File: src/rtl/gray_pkg.sv
// Shared width constant, operation codes and Gray/binary conversion helpers.
package gray_pkg;

  localparam int unsigned GRAY_W     = 8;
  localparam int unsigned GRAY_MAX_W = 32;

  typedef enum logic [1:0] {
    OP_HOLD,
    OP_LOAD,
    OP_EMIT,
    OP_IDLE
  } op_e;

  function automatic logic [GRAY_MAX_W-1:0] bin2gray(input logic [GRAY_MAX_W-1:0] b);
    return b ^ (b >> 1);
  endfunction

  // Prefix XOR from the MSB down; zero-extended narrow codes convert unchanged.
  function automatic logic [GRAY_MAX_W-1:0] gray2bin(input logic [GRAY_MAX_W-1:0] g);
    logic [GRAY_MAX_W-1:0] b;
    b = g;
    for (int unsigned i = 1; i < GRAY_MAX_W; i++) begin
      b = b ^ (g >> i);
    end
    return b;
  endfunction

endpackage

File: src/rtl/gray_counter_if.sv
// Control and output-beat bundle of the Gray sequence source.
interface gray_counter_if
  import gray_pkg::*;
#(
  parameter int unsigned WIDTH = GRAY_W
) ();

  logic             en;
  logic             up;
  logic             load;
  logic [WIDTH-1:0] load_val;
  logic             out_ready;
  logic             out_valid;
  logic [WIDTH-1:0] bin;
  logic [WIDTH-1:0] gray;
  logic             tc;

  modport master (
    output en, up, load, load_val, out_ready,
    input  out_valid, bin, gray, tc
  );

  modport slave (
    input  en, up, load, load_val, out_ready,
    output out_valid, bin, gray, tc
  );

endinterface

File: src/rtl/gray_counter.sv
// Registered binary/Gray sequence source with a valid/ready output beat.
module gray_counter
  import gray_pkg::*;
#(
  parameter int unsigned WIDTH = GRAY_W
) (
  input  logic           clk,
  input  logic           rst_n,
  gray_counter_if.slave  bus
);

  logic             accept;
  op_e              op;
  logic [WIDTH-1:0] n_q, n_d;
  logic             valid_q, valid_d;
  logic [WIDTH-1:0] bin_q, bin_d;
  logic [WIDTH-1:0] gray_q, gray_d;
  logic             tc_q, tc_d;

  always_comb begin
    accept = !valid_q || bus.out_ready;
    op     = OP_HOLD;
    if (bus.load) begin
      op = OP_LOAD;
    end else if (accept) begin
      op = bus.en ? OP_EMIT : OP_IDLE;
    end
  end

  always_comb begin
    n_d     = n_q;
    valid_d = valid_q;
    bin_d   = bin_q;
    gray_d  = gray_q;
    tc_d    = tc_q;
    unique case (op)
      OP_LOAD: begin
        n_d = bus.load_val;
        // A stalled beat survives a load; only an accepted one is retired.
        if (accept) valid_d = 1'b0;
      end
      OP_EMIT: begin
        valid_d = 1'b1;
        bin_d   = n_q;
        gray_d  = WIDTH'(bin2gray(GRAY_MAX_W'(n_q)));
        tc_d    = (bus.up && n_q == '1) || (!bus.up && n_q == '0);
        n_d     = bus.up ? n_q + WIDTH'(1) : n_q - WIDTH'(1);
      end
      OP_IDLE: valid_d = 1'b0;
      default: ;
    endcase
  end

  always_ff @(posedge clk) begin
    if (!rst_n) begin
      n_q     <= '0;
      valid_q <= 1'b0;
      bin_q   <= '0;
      gray_q  <= '0;
      tc_q    <= 1'b0;
    end else begin
      n_q     <= n_d;
      valid_q <= valid_d;
      bin_q   <= bin_d;
      gray_q  <= gray_d;
      tc_q    <= tc_d;
    end
  end

  assign bus.out_valid = valid_q;
  assign bus.bin       = bin_q;
  assign bus.gray      = gray_q;
  assign bus.tc        = tc_q;

endmodule

File: src/flat_wrapper.sv
// flat-port wrapper written by rule: the top's interface ports become plain ports
module gray_counter_flat import gray_pkg::*;
#(
  parameter int unsigned WIDTH = GRAY_W
)
  (clk, rst_n, bus_en, bus_up, bus_load, bus_load_val, bus_out_ready, bus_out_valid, bus_bin, bus_gray, bus_tc);
  gray_counter_if #(.WIDTH(WIDTH)) bus_i ();
  input  logic clk;
  input  logic rst_n;
  input wire logic [$bits(bus_i.en)-1:0] bus_en;
  input wire logic [$bits(bus_i.up)-1:0] bus_up;
  input wire logic [$bits(bus_i.load)-1:0] bus_load;
  input wire logic [$bits(bus_i.load_val)-1:0] bus_load_val;
  input wire logic [$bits(bus_i.out_ready)-1:0] bus_out_ready;
  output wire logic [$bits(bus_i.out_valid)-1:0] bus_out_valid;
  output wire logic [$bits(bus_i.bin)-1:0] bus_bin;
  output wire logic [$bits(bus_i.gray)-1:0] bus_gray;
  output wire logic [$bits(bus_i.tc)-1:0] bus_tc;
  assign bus_i.en = bus_en;
  assign bus_i.up = bus_up;
  assign bus_i.load = bus_load;
  assign bus_i.load_val = bus_load_val;
  assign bus_i.out_ready = bus_out_ready;
  assign bus_out_valid = bus_i.out_valid;
  assign bus_bin = bus_i.bin;
  assign bus_gray = bus_i.gray;
  assign bus_tc = bus_i.tc;
  gray_counter #(.WIDTH(WIDTH)) u_core (.clk(clk), .rst_n(rst_n), .bus(bus_i));
endmodule
File: config.mk
export PLATFORM = sky130hd
export DESIGN_NAME = gray_counter_flat
export DESIGN_NICKNAME = d
export VERILOG_FILES = /design/src/rtl/gray_pkg.sv /design/src/rtl/gray_counter_if.sv /design/src/rtl/gray_counter.sv /design/src/flat_wrapper.sv
export SDC_FILE = /design/constraint.sdc
export NUM_CORES = 1
export LEC_CHECK = 0
export BUFFER_PORTS_ARGS = -buffer_cell sky130_fd_sc_hd__clkbuf_2
export CAP_MARGIN = 20
export CELL_PAD_IN_SITES_DETAIL_PLACEMENT = 1
export CELL_PAD_IN_SITES_GLOBAL_PLACEMENT = 1
export CORE_UTILIZATION = 40
export DETAILED_ROUTE_END_ITERATION = 10
export GPL_TIMING_DRIVEN = 1
export PLACE_DENSITY = 0.85
export SLEW_MARGIN = 20
export SYNTH_ARGS = -nofsm -noshare
export SYNTH_HDL_FRONTEND = slang
export SYNTH_SLANG_ARGS = --single-unit
File: constraint.sdc
create_clock -name clk -period 2.1 [get_ports clk]
set_input_delay 0.105 -clock clk [delete_from_list [all_inputs] [get_ports clk]]
set_output_delay 0.105 -clock clk [all_outputs]
set_load 0.01 [all_outputs]
==> summary.txt <==
Global route
  • GR Overflow Total: 0
  • Initial antenna violation count: 0
  • Number of global-route vias before repair: 1448
  • Gr usage total: 21.7%
  • First-pass GRT wire length: 6800 um
  • Largest net degree at the start of global routing: 17

Clocking
  • CTS tree: done
  • H-tree depth: 1
  • CTS Sinks: 25
  • Clk buf depth: 2
  • Reg clk slew, reported paths: 0.09 ns
  • Post-CTS Setup Inserts: 0
  • Inserted Clock Buffers: 3
  • CTS root buf: clkbuf_8
  • Clk_lat worst skew: 0.27 ns

Synth
  • Mapped cell area: 1490 um2
  • Avg Cell Area, Syn: 8.91 um2
  • Async SR Flop Fraction: 0%
  • Seq/Total Area, Yosys: 33.6%
  • Yosys top cell by area: dfxtp_1
  • Yosys cell types: 30
  • Number of synthesized flops with an enable pin: 0
  • Mapped Nets: 199
  • Register bit total from synthesis: 25
  • Main area contributors after synthesis: dfxtp_1 34%, ha_1 14%, mux2i_1 11%
  • Synth top area share: 33.6%
  • Mapped Cells: 167
  • Post-synth top flop: dfxtp_1
  • Synthesis Warnings: 0
  • Synth cell count leaders: 27 x nor2_1, 25 x dfxtp_1, 17 x ha_1, 16 x mux2i_1, 14 x inv_1
  • Count leader, synth: nor2_1

Placed design
  • HPWL after DPL: 3080 um
  • Placement Cell Area: 1740 um2
  • Placer congestion estimate: 0.803
  • # port buffers: 31
  • Cells after DPL: 247

Power
  • Max IR drop VDD: 0.350 mV
  • Leak: 0.828 nW
  • Pwr/cell area: 635 nW/um2
  • Total power: 1.16 mW

Timing
  • Worst-Margin Slew: 0.421 ns
  • Setup TNS: 0 ns
  • # setup viols final: 0
  • Minimum clock period after layout: 1.97 ns
  • Final hold vios: 0
  • Final worst path period share: 94.0%
  • Worst rel slew slack: 71.9%
  • Clock Skew: 0.00377 ns
  • Slew Viols, Final: 0
  • Fmax: 507 MHz

Setup path
  • Critical path class: flip-flop to flip-flop
  • Endpoint type of the worst setup path: flip-flop
  • CP Launch Type: flip-flop
  • Crit path max fanout: 4
  • CP Data Required Time: 2.26 ns
  • Critical path arrival: 2.13 ns

Drt
  • DRT Pass-1 Iters: 4
  • Via count: 1308
  • Routed wire per std cell: 16.1 um
  • Antenna-violating nets left: 0
  • Drt drc: 0
  • Routed wire length: 4030 um
  • Vias per inst: 5.21
  • DR iter-0 viols: 15

Die
  • Die area: 3970 um2
  • Die Y: 63.0 um
  • DIE WIDTH: 63.0 um
  • # rows: 21
  • Top-Level Pins: 32
  • Starting Density: 43.2%
  • Core ar.: 3440 um2

Min path
  • Hold crit path type: input port to flip-flop

Layout
  • Antenna diode count: 0
  • Post-layout util: 52.9%
  • Final Cell Area: 1820 um2
  • Share of layout cells above drive strength 1: 25.9%
  • Synthesis-to-layout area growth: 22.4%
  • Cell Count, Final, Fillers Out: 251
  • Nets: 238

Flow run
  • Max cap viols: 0

Run status
  • Outcome: finished clean
-- critical path: stages, from the launching register on --
cell and delay (ns):
dfxtp_1 0.35, nor2b_2 0.18, nor2_1 0.06, or2_2 0.31, inv_1 0.13, ha_4 0.18
nor2_1 0.07, a22oi_1 0.15, nor2_1 0.05, or3b_1 0.38
-- final cells by class --
type                            instances  area (um2)
Inverter                               14        52.6
Multi-Input combinational cell        121         927
Tap cell                               46        57.6
Sequential cell                        25         500
Clock buffer                            4        45.0
Timing Repair Buffer                   41         238
Fill cell                             433        1620
-- through the flow --
stage | setup slack (ns) | hold slack (ns)
floorplan | 0.108 | 0.243
global placement | 0.211 | 0.402
detailed placement | 0.0844 | 0.411
CTS | 0.0551 | 0.137
global route | -0.0167 | 0.165
finish | 0.126 | 0.141
-- layout by cell type, fill, tap and decap left out, types with 2 or more instances in the layout --
cell type and instances:
nor2b_1 3, or2_2 2, dfxtp_1 25, a21oi_1 11
o21ai_0 6, nor2_1 27, and3_1 2, xnor2_1 6
inv_1 13, nand4_1 2, ha_1 15, clkbuf_8 3
a22oi_1 2, clkbuf_2 31, ha_4 2, a211oi_1 8
nand2_1 2, a211oi_2 2, a221oi_1 2, a21o_1 2
buf_4 9, mux2i_1 16, nand3_1 2
-- power by group --
group	internal [mW]	total, mW	switching [mW]
clock	0.136	0.288	0.152
combinational	0.152	0.335	0.183
sequential	0.503	0.533	0.0303
total	0.790	1.16	0.366
-- kinds of logic after synthesis --
| group | synth area share [%] |
|---|---|
| xor gates and xnor gates | 4.12 |
| and+or+nand+nor | 13.2 |
| AOI/OAI and AO/OA | 16.7 |
| muxes | 10.8 |
| buffers and inverters | 5.89 |
| DFF | 33.6 |
| adders and majority gates | 15.6 |
-- flip-flops by register name (all words and copies together) (netlist names) --
signal / count
u_core.bus.bin: 7
u_core.bus.gray: 8
u_core.bus.out_valid: 1
u_core.bus.tc: 1
u_core.n_q: 8
-- worst paths after layout --
kind,from,end,slack [ns],cells past startpoint
worst min register to register,u_core.bus.gray[3],u_core.bus.gray[3],0.50,2
worst max register to register,u_core.bus.out_valid,u_core.n_q[7],0.13,9
worst max-delay path,u_core.bus.out_valid,u_core.n_q[7],0.13,9
worst min-delay path,bus_load_val[3],u_core.n_q[3],0.14,3
-- what timing repair did --
action | in CTS | in global routing
setup endpoints to repair | 0 | 3
hold buffers | 0 | 0
gates resized for setup | 0 | 7
-- metal layers --
layer  track usage [%]  wire (um)
met5                 0          0
met4              4.94         60
met3              3.28        100
met2              41.9       2180
met1              24.3       1690
Note: power is estimated with default switching activity, not from simulation.
